--- config.mk ---
export PLATFORM = sky130hd
export DESIGN_NAME = mem_stage
export DESIGN_NICKNAME = d
export VERILOG_FILES = /design/src/rtl/mem_stage.sv
export SDC_FILE = /design/constraint.sdc
export NUM_CORES = 1
export LEC_CHECK = 0
export ABC_AREA = 1
export CORE_MARGIN = 4
export CORE_UTILIZATION = 48
export CTS_CLUSTER_SIZE = 24
export DETAILED_ROUTE_END_ITERATION = 6
export PLACE_DENSITY = 0.82
export SYNTH_ARGS = -nofsm -noshare
export SYNTH_HDL_FRONTEND = slang
export SYNTH_SLANG_ARGS = --single-unit
--- constraint.sdc ---
create_clock -name clk -period 2 [get_ports clk]
set_input_delay 0.4 -clock clk [delete_from_list [all_inputs] [get_ports clk]]
set_output_delay 0.4 -clock clk [all_outputs]
set_load 0.03 [all_outputs]
--- src/rtl/mem_stage.sv ---
// MEM pipeline stage: holds one EXE result, waits for the data-SRAM response,
// then aligns/extends load data and hands the instruction to WB.
module mem_stage #(
  parameter int ES_TO_MS_BUS_WD = 77,
  parameter int MS_TO_WS_BUS_WD = 73
) (
  input  logic                       clk,
  input  logic                       resetn,
  input  logic                       es_to_ms_valid,
  input  logic [ES_TO_MS_BUS_WD-1:0] es_to_ms_bus,
  output logic                       ms_allowin,
  input  logic                       ws_allowin,
  output logic                       ms_to_ws_valid,
  output logic [MS_TO_WS_BUS_WD-1:0] ms_to_ws_bus,
  input  logic                       data_sram_data_ok,
  input  logic [31:0]                data_sram_rdata,
  output logic [9:0]                 stall_ms_bus,
  output logic [32:0]                forward_ms_bus
);

  typedef enum logic [2:0] {
    LD_NONE = 3'd0,
    LD_B    = 3'd1,
    LD_BU   = 3'd2,
    LD_H    = 3'd3,
    LD_HU   = 3'd4,
    LD_W    = 3'd5,
    LD_WL   = 3'd6,
    LD_WR   = 3'd7
  } ld_op_e;

  logic                       r_ms_valid;
  logic [ES_TO_MS_BUS_WD-1:0] r_bus;
  logic                       r_resp_got;
  logic [31:0]                r_rdata_buf;

  ld_op_e      w_ld_op;
  logic        w_mem_req;
  logic [3:0]  w_gr_we;
  logic [4:0]  w_dest;
  logic [31:0] w_alu_result;
  logic [31:0] w_pc;
  logic        w_ready_go;
  logic        w_leave;
  logic        w_capture;
  logic [31:0] w_load_data;
  logic [1:0]  w_addr;
  logic [7:0]  w_byte;
  logic [15:0] w_half;
  logic [31:0] w_result;
  logic [3:0]  w_gr_we_out;

  assign w_ld_op      = ld_op_e'(r_bus[76:74]);
  assign w_mem_req    = r_bus[73];
  assign w_gr_we      = r_bus[72:69];
  assign w_dest       = r_bus[68:64];
  assign w_alu_result = r_bus[63:32];
  assign w_pc         = r_bus[31:0];

  // Valid/ready: a transfer happens on a rising edge where the sender's valid
  // and the receiver's allowin are both high; valid never depends on allowin.
  assign w_ready_go     = !w_mem_req || r_resp_got || data_sram_data_ok;
  assign ms_allowin     = !r_ms_valid || (w_ready_go && ws_allowin);
  assign ms_to_ws_valid = r_ms_valid && w_ready_go;
  assign w_leave        = ms_to_ws_valid && ws_allowin;

  // Buffer the response only when WB cannot take it in the same cycle.
  assign w_capture = r_ms_valid && w_mem_req && !r_resp_got && data_sram_data_ok && !ws_allowin;

  assign w_load_data = r_resp_got ? r_rdata_buf : data_sram_rdata;
  assign w_addr      = w_alu_result[1:0];
  assign w_half      = w_addr[1] ? w_load_data[31:16] : w_load_data[15:0];

  always_comb begin
    w_byte = w_load_data[7:0];
    case (w_addr)
      2'd1:    w_byte = w_load_data[15:8];
      2'd2:    w_byte = w_load_data[23:16];
      2'd3:    w_byte = w_load_data[31:24];
      default: w_byte = w_load_data[7:0];
    endcase
  end

  always_comb begin
    w_result    = w_alu_result;
    w_gr_we_out = w_gr_we;
    case (w_ld_op)
      LD_B:  w_result = {{24{w_byte[7]}}, w_byte};
      LD_BU: w_result = {24'd0, w_byte};
      LD_H:  w_result = {{16{w_half[15]}}, w_half};
      LD_HU: w_result = {16'd0, w_half};
      LD_W:  w_result = w_load_data;
      LD_WL: begin
        w_result    = w_load_data << (5'd24 - {w_addr, 3'b000});
        w_gr_we_out = {1'b1, w_addr >= 2'd1, w_addr >= 2'd2, w_addr == 2'd3} & w_gr_we;
      end
      LD_WR: begin
        w_result    = w_load_data >> {w_addr, 3'b000};
        w_gr_we_out = {w_addr == 2'd0, w_addr <= 2'd1, w_addr <= 2'd2, 1'b1} & w_gr_we;
      end
      default: w_result = w_alu_result;
    endcase
  end

  assign ms_to_ws_bus   = {w_gr_we_out, w_dest, w_result, w_pc};
  assign stall_ms_bus   = {r_ms_valid && w_mem_req && (w_ld_op != LD_NONE) && !w_ready_go,
                           w_gr_we & {4{r_ms_valid}}, w_dest};
  assign forward_ms_bus = {ms_to_ws_valid, w_result};

  always_ff @(posedge clk or negedge resetn) begin
    if (!resetn) begin
      r_ms_valid  <= 1'b0;
      r_bus       <= '0;
      r_resp_got  <= 1'b0;
      r_rdata_buf <= 32'd0;
    end else begin
      if (ms_allowin) begin
        r_ms_valid <= es_to_ms_valid;
      end
      if (es_to_ms_valid && ms_allowin) begin
        r_bus <= es_to_ms_bus;
      end
      // Leaving wins, so a new instruction entering this edge starts clean.
      if (w_leave) begin
        r_resp_got <= 1'b0;
      end else if (w_capture) begin
        r_resp_got  <= 1'b1;
        r_rdata_buf <= data_sram_rdata;
      end
    end
  end

endmodule

==> impl_metrics.yaml, run 1 <==
drt:
  remaining_drc_errors: 0
  drt.antenna.violating_nets: 0
  dr.pass1.iters: 6
  viasPerCell: 5.73
  routedWlPerCell_um: 21.7
  routed_wl_mm: 30.5
  vias: 8057
  drt_iter0_markers: 848
timing:
  whs_ns: 0.00200
  fin_crit_ns: 2.65
  worstMarginPinSlew_ns: 0.672
  skew_ns: 0.0135
  fin_crit_sh: 1.32
  slew_violations: 0
  tns_ns: -48.90
  rsz0062_at_grt: "yes"
  relSlewSlack: 0.551
  hold_viol_final: 0
  fin_ws_ns: -0.647
  clock.fmax_mhz: 378
  setup_viol_count_final: 148
synth:
  syn_avg_cell_area_sq_um: 8.45
  synth_commonest_cells: "nand2_1 (269), nand3_1 (119), dfrtp_1 (111)"
  syn-num-nets: 1013
  synthFlopType: "dfrtp_1"
  synth.most_common_cell: "nand2_1"
  ys_types: 32
  netlist_instances: 899
  yosys.area.top_type_share: 0.366
  ys_warn_count: 0
  synth-edff-count: 0
  synth-async-reset-ratio: 1.00
  yosysTopAreaCell: "dfrtp_1"
  yosysSeqAreaShare: 0.366
  synth.cell_area_sq_mm: 0.00760
  synth_seq_cells: 111
  synth_area_leaders: "dfrtp_1 (37%), mux2_4 (13%), nand2_1 (13%)"
cts:
  cts.sinks: 111
  h-tree-depth: 3
  cts_tree: "done"
  cts_max_path_buffers: 2
  clk_latency_ns: 0.38
  cts_root_buffer: "clkbuf_16"
  holdBufCountCts: 0
  clk_pin_slew_ns: 0.09
  cts_made_buffers: 9
power:
  switching_share: 0.483
  combPwrFrac: 0.721
  peakVddDrop_uv: 1220
  p_int_mw: 10.3
  finalPower_mw: 20.0
  seqPwrFrac: 0.184
  leakage_nw: 6.27
  powerDensity_mw_per_mm2: 1560
  net-switching-power_mw: 9.66
  clockPowerShare: 0.095
setup_path:
  start_kind: "register"
  crit_fanout: 6
  crit_path_end_kind: "primary output"
  crit_required_ns: 1.60
  critPathArrivalTime_ns: 2.25
  worst-setup-path-type: "register to primary output"
final_layout:
  area_growth_pct: 68.2
  stdcell_count: 1405
  layout.nets: 1302
  drive_gt1_frac: 0.502
  fillCellCount: 839
place:
  dp_hpwl_mm: 18.6
  post-place-cells: 1349
  routabilityCongestion: 0.994
  portBuffers: 231
outcome:
  status: "finished with violations"
  violations: "setup timing"
job:
  cap_violations: 0
global_routing:
  overflow: 0
  top_usage_layer: "met2"
  met2_usage: 0.512
  grt_max_degree: 68
  grt_util_met1: 0.318
  grtUsageTotal: 0.289
  grt_pass1_vias: 8084
  grt_pass1_wl_mm: 41.3
  grt_use_met3: 0.0821
  antenna_found_initial: 1
die:
  start_util: 0.494
  die_w_um: 134
  ios: 232
  die_h_um: 134
  die-area_sq_mm: 0.0179
  rows: 45
  core_sq_mm: 0.0154
min_path:
  hold_class: "primary input to asynchronous set/reset pin"
area by class of cell:
type                       count  area (sq um)  share of cell area
inverter                      38           171              0.0134
multi-input combinational    635          5080               0.398
clock buffer                   9           225              0.0176
clock inverter                 7          85.1             0.00666
antenna                        1          2.50            0.000196
tap                          211           264              0.0207
sequential                   111          2780               0.218
timing repair buffer         393          4160               0.326
final timing paths:
check                                start  slack, ns                to  cells after the start
setup / recovery                r_resp_got      -0.65  ms_to_ws_bus[41]                     12
hold / removal                      resetn      0.002   r_rdata_buf[14]                      2
setup reg to reg                r_resp_got      -0.22         r_bus[18]                     13
hold reg to reg            r_rdata_buf[25]       0.50   r_rdata_buf[25]                      2
max in group asynchronous           resetn       1.62         r_bus[75]                      2
min in group clk           r_rdata_buf[25]       0.50   r_rdata_buf[25]                      2
metal layers:
metal | up-vias | part of all wire
met4 | 0 | 0.051
met3 | 156 | 0.083
met1 | 3876 | 0.35
met2 | 511 | 0.52
met5 | - | 0
li1 | 3514 | -
repair_timing:
action                     in CTS  in global routing
setup endpoints to repair      76                148
buffers inserted               17                 11
gates cloned                    3                 12
pin swaps                      46                 41
gates resized for setup       268                163
worst max-delay path, cell delays in order, from the launching register on:
cell	delay (ns)
dfrtp_1	0.43
buf_6	0.15
inv_8	0.04
buf_8	0.13
nand2_1	0.11
nand2_2	0.10
inv_2	0.07
nand2_1	0.08
nand3_2	0.07
nand3_2	0.08
nor2_2	0.13
nand4_1	0.24
buf_6	0.23
sequential cells by signal (all words and copies together) (netlist names):
signal       cells
r_ms_valid       1
r_bus           77
r_rdata_buf     32
r_resp_got       1
metrics by stage:
stage          utilization  cell area (sq um)  setup slack [ns]
2_1_floorplan            -               7960            -0.205
3_3_place_gp         0.680              10500            -0.653
3_5_place_dp         0.680              10500            -0.688
4_1_cts              0.769              11800            -0.611
5_1_grt              0.831              12800            -0.708
6_report             0.831              12800            -0.647
cell usage in the layout, fill, tap and decap left out, types with 14 or more instances in the layout:
| cell | synthesis | routed |
|---|---|---|
| nand2_2 | 5 | 61 |
| nor2_1 | 54 | 23 |
| mux2_2 | 31 | 18 |
| a21oi_2 | 0 | 15 |
| nor2_4 | 0 | 20 |
| nand3_4 | 0 | 22 |
| buf_12 | 0 | 16 |
| buf_6 | 3 | 98 |
| nand3_1 | 119 | 58 |
| mux2_4 | 68 | 81 |
| buf_4 | 84 | 103 |
| nand2_1 | 269 | 181 |
| nand4_1 | 14 | 14 |
| clkbuf_16 | 0 | 17 |
| inv_1 | 34 | 25 |
| nand3_2 | 9 | 48 |
| clkdlybuf4s50_1 | 0 | 154 |
| dfrtp_1 | 111 | 106 |
| nand2_4 | 3 | 34 |
cells by family after synthesis:
group	after synthesis	synth area share
AND/OR/NAND/NOR	480	0.278
AO/OA/AOI/OAI	54	0.0413
multiplexers	99	0.180
buffers and inverters	155	0.134
flip-flops	111	0.366
power by group through the flow:
| stage | logic [mW] | clock network [mW] | registers (mW) |
|---|---|---|---|
| after floorplan | 8.05 | 0 | 3.40 |
| after global placement | 11.0 | 0 | 3.51 |
| after detailed placement | 11.2 | 0 | 3.54 |
| after CTS | 13.0 | 1.92 | 3.58 |
| after global routing | 15.0 | 2.02 | 3.75 |
| final | 14.4 | 1.90 | 3.68 |
No activity file was read; power rests on OpenSTA's default activity.
==> run 2: changes to the inputs <==
--- a/config.mk
+++ b/config.mk
@@ -10,6 +10,7 @@
 export CORE_UTILIZATION = 48
 export CTS_CLUSTER_SIZE = 24
 export DETAILED_ROUTE_END_ITERATION = 6
+export HOLD_SLACK_MARGIN = 0.05
 export PLACE_DENSITY = 0.82
 export SYNTH_ARGS = -nofsm -noshare
 export SYNTH_HDL_FRONTEND = slang
==> impl_metrics.yaml, run 2 (same netlist as run 1, synthesis figures left out) <==
drt:
  vias: 8015
  top_layer_used: "met4"
  routed_wl_mm: 30.4
  remaining_drc_errors: 0
  routedWlPerCell_um: 21.7
  drt.antenna.violating_nets: 0
  viasPerCell: 5.70
  dr.pass1.iters: 6
  drt_iter0_markers: 850
  met3_length_mm: 2.43
  met2WireLength_mm: 15.8
  wl_met1_mm: 10.7
power:
  combPwrFrac: 0.721
  finalPower_mw: 20.0
  seqPwrFrac: 0.184
  p_int_mw: 10.3
  clockPowerShare: 0.095
  powerDensity_mw_per_mm2: 1560
  switching_share: 0.484
  peakVddDrop_uv: 1220
  leakage_nw: 6.27
  net-switching-power_mw: 9.66
timing:
  fin_ws_ns: -0.650
  hold_viol_final: 0
  relSlewSlack: 0.538
  fin_crit_sh: 1.32
  tns_ns: -48.84
  slew_violations: 0
  whs_ns: 0.501
  clock.fmax_mhz: 377
  worstMarginPinSlew_ns: 0.690
  rsz0062_at_grt: "yes"
  setup_viol_count_final: 148
  skew_ns: 0.0130
  fin_crit_ns: 2.65
setup_path:
  crit_fanout: 6
  crit_path_end_kind: "primary output"
  start_kind: "register"
  cp_slowest_cell: "dfrtp_1"
  ff2ff_path_depth: 13
  crit_path_max_incr_delay_ns: 0.43
  crit_required_ns: 1.60
  worst-setup-path-type: "register to primary output"
  critPathArrivalTime_ns: 2.25
  crit_chain: "buf_6, inv_8, buf_8, nand2_4, nand2_4, nand2_2, nand2_1, clkinv_2, nand2_4, nand2_1, buf_6, nand4_1, buf_6"
final_layout:
  drive_gt1_frac: 0.502
  stdcell_area_sq_mm: 0.0128
  multiInputGateArea_sq_mm: 0.00508
  layout.nets: 1303
  final_common_cell: "nand2_1"
  area_growth_pct: 68.3
  fillCellCount: 838
  largest_register_ffs: 77
  reg.largest.list: "r_bus (77), r_rdata_buf (32)"
  regArea_sq_mm: 0.00278
  layout.cells.most_common_list: "nand2_1 (181), clkdlybuf4s50_1 (154), dfrtp_1 (106)"
  top_register: "r_bus"
job:
  cap_violations: 0
place:
  placed_area_sq_mm: 0.0105
  portBuffers: 231
  dp_slack_ns: -0.688
  routabilityCongestion: 0.994
  dp_hpwl_mm: 18.6
min_path:
  hold_class: "register to register"
  hold_depth: 2
cts:
  clk_latency_ns: 0.38
  cts_max_path_buffers: 2
  cts_tree: "done"
  cts.sinks: 111
  cts_made_buffers: 9
  h-tree-depth: 3
  clk_pin_slew_ns: 0.09
  cts_root_buffer: "clkbuf_16"
outcome:
  violations: "setup timing"
  status: "finished with violations"
die:
  ios: 232
  die_w_um: 134
  core_sq_mm: 0.0154
  start_util: 0.494
  rows: 45
  die-area_sq_mm: 0.0179
  die_h_um: 134
global_routing:
  antenna_found_initial: 1
  overflow: 0
  grtUsageTotal: 0.289
  grt_pass1_vias: 8084
  grt_pass1_wl_mm: 41.3
  grt_max_degree: 68
[run 2: changes by cell type in the layout (fill, tap and decap cells not counted)]
cell,previous run,this run
dlygate4sd3_1,0,1
[run 2: timing repair]
item,in CTS,in global routing
cloned,3,12
hold buffers,1,0
buffers inserted,17,11
endpoints found under the setup margin,76,148
hold endpoints to repair,44,0
pin swaps,46,41
gates resized for setup,268,163
[run 2: final cells by class]
class,instances,area share
flip-flops and latches,111,0.218
diodes,1,0.000196
clock inverters,7,0.00665
clock buffers,9,0.0176
inverters,38,0.0134
well taps,211,0.0206
multi-input cells,635,0.398
repair buffers,394,0.326
[run 2: power by group through the flow]
stage	Clock [mW]	Sequential, mW	Combinational, mW
2_1_floorplan	0	3.40	8.05
3_3_place_gp	0	3.51	11.0
3_5_place_dp	0	3.54	11.2
4_1_cts	1.92	3.58	13.0
5_1_grt	2.02	3.75	15.0
6_report	1.90	3.68	14.4
[run 2: critical path, delay by kind of cell, from the launching register on]
kind	cells	cell delay, ns
buffers and inverters	6	0.75
flip-flops	1	0.43
AND/OR/NAND/NOR	7	0.70
[run 2: final timing paths]
path	end	startpoint	slack, ns
worst max-delay path	ms_to_ws_bus[41]	r_resp_got	-0.65
worst min register to register	r_rdata_buf[25]	r_rdata_buf[25]	0.50
worst max register to register	r_bus[18]	r_resp_got	-0.22
worst min-delay path	r_rdata_buf[25]	r_rdata_buf[25]	0.50
min in group asynchronous	r_rdata_buf[14]	resetn	0.55
max in group asynchronous	r_bus[75]	resetn	1.07
[run 2: per-stage QoR]
| stage | std cells | util |
|---|---|---|
| after floorplan | 899 | - |
| after global placement | 1349 | 0.680 |
| after detailed placement | 1349 | 0.680 |
| after CTS | 1383 | 0.770 |
| after global routing | 1406 | 0.832 |
| final | 1406 | 0.832 |
[run 2: metal layers]
metal | track usage | up-vias
li1 | - | 3505
met1 | 0.318 | 3890
met2 | 0.512 | 476
met3 | 0.0818 | 144
met4 | 0.139 | 0
met5 | 0 | -
==> run 3: changes to the inputs <==
==> config.mk (replaced) <==
export PLATFORM = sky130hd
export DESIGN_NAME = mem_stage
export DESIGN_NICKNAME = d
export VERILOG_FILES = /design/src/rtl/mem_stage.sv
export SDC_FILE = /design/constraint.sdc
export NUM_CORES = 1
export LEC_CHECK = 0
export CORE_MARGIN = 4
export CORE_UTILIZATION = 42
export CTS_CLUSTER_SIZE = 24
export DETAILED_ROUTE_END_ITERATION = 6
export HOLD_SLACK_MARGIN = 0.05
export PLACE_DENSITY = 0.78
export SYNTH_ARGS = -nofsm -noshare
export SYNTH_HDL_FRONTEND = slang
export SYNTH_SLANG_ARGS = --single-unit
==> constraint.sdc (replaced) <==
create_clock -name clk -period 2.4 [get_ports clk]
set_input_delay 0.48 -clock clk [delete_from_list [all_inputs] [get_ports clk]]
set_output_delay 0.48 -clock clk [all_outputs]
set_load 0.03 [all_outputs]
==> impl_metrics.yaml, run 3 <==
setup_path:
  worst-setup-path-type: "register to primary output"
  endpoint: "ms_to_ws_bus[35]"
  start_kind: "register"
  crit_fanout: 9
  crit_start: "r_resp_got"
  rr_startpoint: "r_resp_got"
  crit_required_ns: 1.92
  reg2reg_to: "r_bus[35]"
  critPathArrivalTime_ns: 2.79
  ff2ff_path_depth: 7
  reg2reg_setup_slack_ns: 0.36
  crit_path_end_kind: "primary output"
synth:
  yosysSeqAreaShare: 0.402
  syn_avg_cell_area_sq_um: 10.9
  synth-async-reset-ratio: 1.00
  synth.cell_area_sq_mm: 0.00691
  synth_seq_cells: 111
  yosys.area.top_type_share: 0.402
  synthFlopType: "dfrtp_1"
  synth.most_common_cell: "mux2_2"
  synth_area_leaders: "dfrtp_1 (40%), mux2_2 (22%), buf_4 (8.2%)"
  ys_warn_count: 0
  synth_commonest_cells: "mux2_2 (133), dfrtp_1 (111), buf_4 (75)"
  netlist_instances: 636
  syn-num-nets: 750
  yosysTopAreaCell: "dfrtp_1"
  synth-edff-count: 0
  ys_types: 51
place:
  post-place-cells: 1118
  portBuffers: 231
  placed_area_sq_mm: 0.0102
  routabilityCongestion: 0.984
  dp_hpwl_mm: 19.0
  dp_slack_ns: -1.23
die:
  die_h_um: 136
  start_util: 0.432
  core_sq_mm: 0.0160
  rows: 46
  die_w_um: 136
  ios: 232
  die-area_sq_mm: 0.0186
final_layout:
  regArea_sq_mm: 0.00279
  layout.nets: 1052
  stdcell_count: 1159
  diodes: 0
  largest_register_ffs: 77
  top_register: "r_bus"
  final_common_cell: "buf_4"
  layout.cells.most_common_list: "buf_4 (167), clkdlybuf4s50_1 (154), mux2_2 (124)"
  fillCellCount: 1183
  reg.largest.list: "r_bus (77), r_rdata_buf (32)"
  multiInputGateArea_sq_mm: 0.00401
  area_growth_pct: 63.5
  post-route-util: 0.706
  drive_gt1_frac: 0.519
  stdcell_area_sq_mm: 0.0113
power:
  leakage_nw: 4.71
  clockPowerShare: 0.120
  peakVddDrop_uv: 755
  net-switching-power_mw: 5.56
  powerDensity_mw_per_mm2: 1150
  seqPwrFrac: 0.223
  finalPower_mw: 13.0
  combPwrFrac: 0.656
  switching_share: 0.429
  p_int_mw: 7.41
drt:
  routedWlPerCell_um: 21.2
  routed_wl_mm: 24.6
  remaining_drc_errors: 0
  vias: 6320
  drt.antenna.violating_nets: 0
  dr.pass1.iters: 7
  drt_iter0_markers: 329
  viasPerCell: 5.45
global_routing:
  grt_max_degree: 49
  overflow: 0
  grt_pass1_wl_mm: 36.9
  antenna_found_initial: 0
  grt_pass1_vias: 6803
  grtUsageTotal: 0.259
outcome:
  status: "finished with violations"
  violations: "setup timing"
timing:
  skew_ns: 0.0106
  rsz0062_at_grt: "yes"
  fin_crit_ns: 3.27
  fin_crit_sh: 1.36
  hold_viol_final: 0
  relSlewSlack: 0.526
  setup_viol_count_final: 64
  fin_ws_ns: -0.873
  slew_violations: 0
  whs_ns: 0.0618
  worstMarginPinSlew_ns: 0.707
  tns_ns: -47.06
  clock.fmax_mhz: 306
cts:
  cts.sinks: 111
  clk_latency_ns: 0.37
  cts_max_path_buffers: 2
  cts_made_buffers: 9
  holdBufCountCts: 0
  h-tree-depth: 3
  clk_pin_slew_ns: 0.09
  cts_tree: "done"
  cts_root_buffer: "clkbuf_16"
min_path:
  hold_class: "primary input to asynchronous set/reset pin"
job:
  cap_violations: 0
run 3: changes by cell type after synthesis, moves of 17 or more:
cell | previous run | this run
mux2i_1 | 0 | 27
inv_1 | 34 | 3
o221ai_1 | 0 | 17
nand2_1 | 269 | 24
mux2_4 | 68 | 3
mux2_2 | 31 | 133
nand3_1 | 119 | 2
run 3: routing by layer:
layer	share of wire	track usage	wire, um	vias up
li1	-	-	-	2881
met1	0.37	0.288	9200	3117
met2	0.52	0.470	12700	267
met3	0.070	0.0614	1710	55
met4	0.039	0.111	963	0
met5	0	0	0	-
run 3: worst min path at each step:
stage | slack (ns) | startpoint | endpoint
after floorplan | 0.18 | resetn | r_bus[0]
after global placement | 0.47 | resetn | r_rdata_buf[27]
after detailed placement | 0.47 | resetn | r_rdata_buf[27]
after CTS | 0.07 | resetn | r_rdata_buf[27]
after global routing | 0.08 | resetn | r_rdata_buf[27]
final | 0.06 | resetn | r_rdata_buf[27]
run 3: area by class of cell:
cell class / count / share of cell area
repair buffers: 405 / 0.346
clock buffers: 9 / 0.0200
multi-input cells: 407 / 0.355
clock inverters: 7 / 0.00765
flip-flops and latches: 111 / 0.247
inverters: 4 / 0.00133
well taps: 216 / 0.0239
run 3: what timing repair did:
item	in CTS	in global routing
pin swaps	6	18
endpoints found under the hold margin	0	0
cloned	1	1
setup endpoints to repair	67	66
buffers inserted	12	11
resized for setup	216	126
run 3: logic make-up (layout without fill, tap and decap cells):
kind of cell | Yosys count | count (layout) | synth area share
xor+xnor | 1 | 1 | 0.00127
buf+inv | 119 | 425 | 0.110
simple gates | 103 | 103 | 0.0705
flops | 111 | 111 | 0.402
mux | 165 | 165 | 0.267
compound gates | 137 | 138 | 0.149
run 3: power by group through the flow:
stage	registers (mW)	logic [mW]	clock network, mW
3_5_place_dp	2.88	7.62	0
5_1_grt	2.97	8.90	1.69
4_1_cts	2.88	8.05	1.60
3_3_place_gp	2.83	7.50	0
2_1_floorplan	2.73	5.03	0
6_report	2.90	8.52	1.56
run 3: worst max-delay path, stage by stage, from the launching register on:
cell and delay, ns:
dfrtp_2 0.49, buf_4 0.17, buf_12 0.14, buf_12 0.13
buf_4 0.15, mux2_4 0.32, o22ai_2 0.14, a221oi_2 0.08
buf_4 0.15, a222oi_1 0.35, a21oi_2 0.14, buf_6 0.16
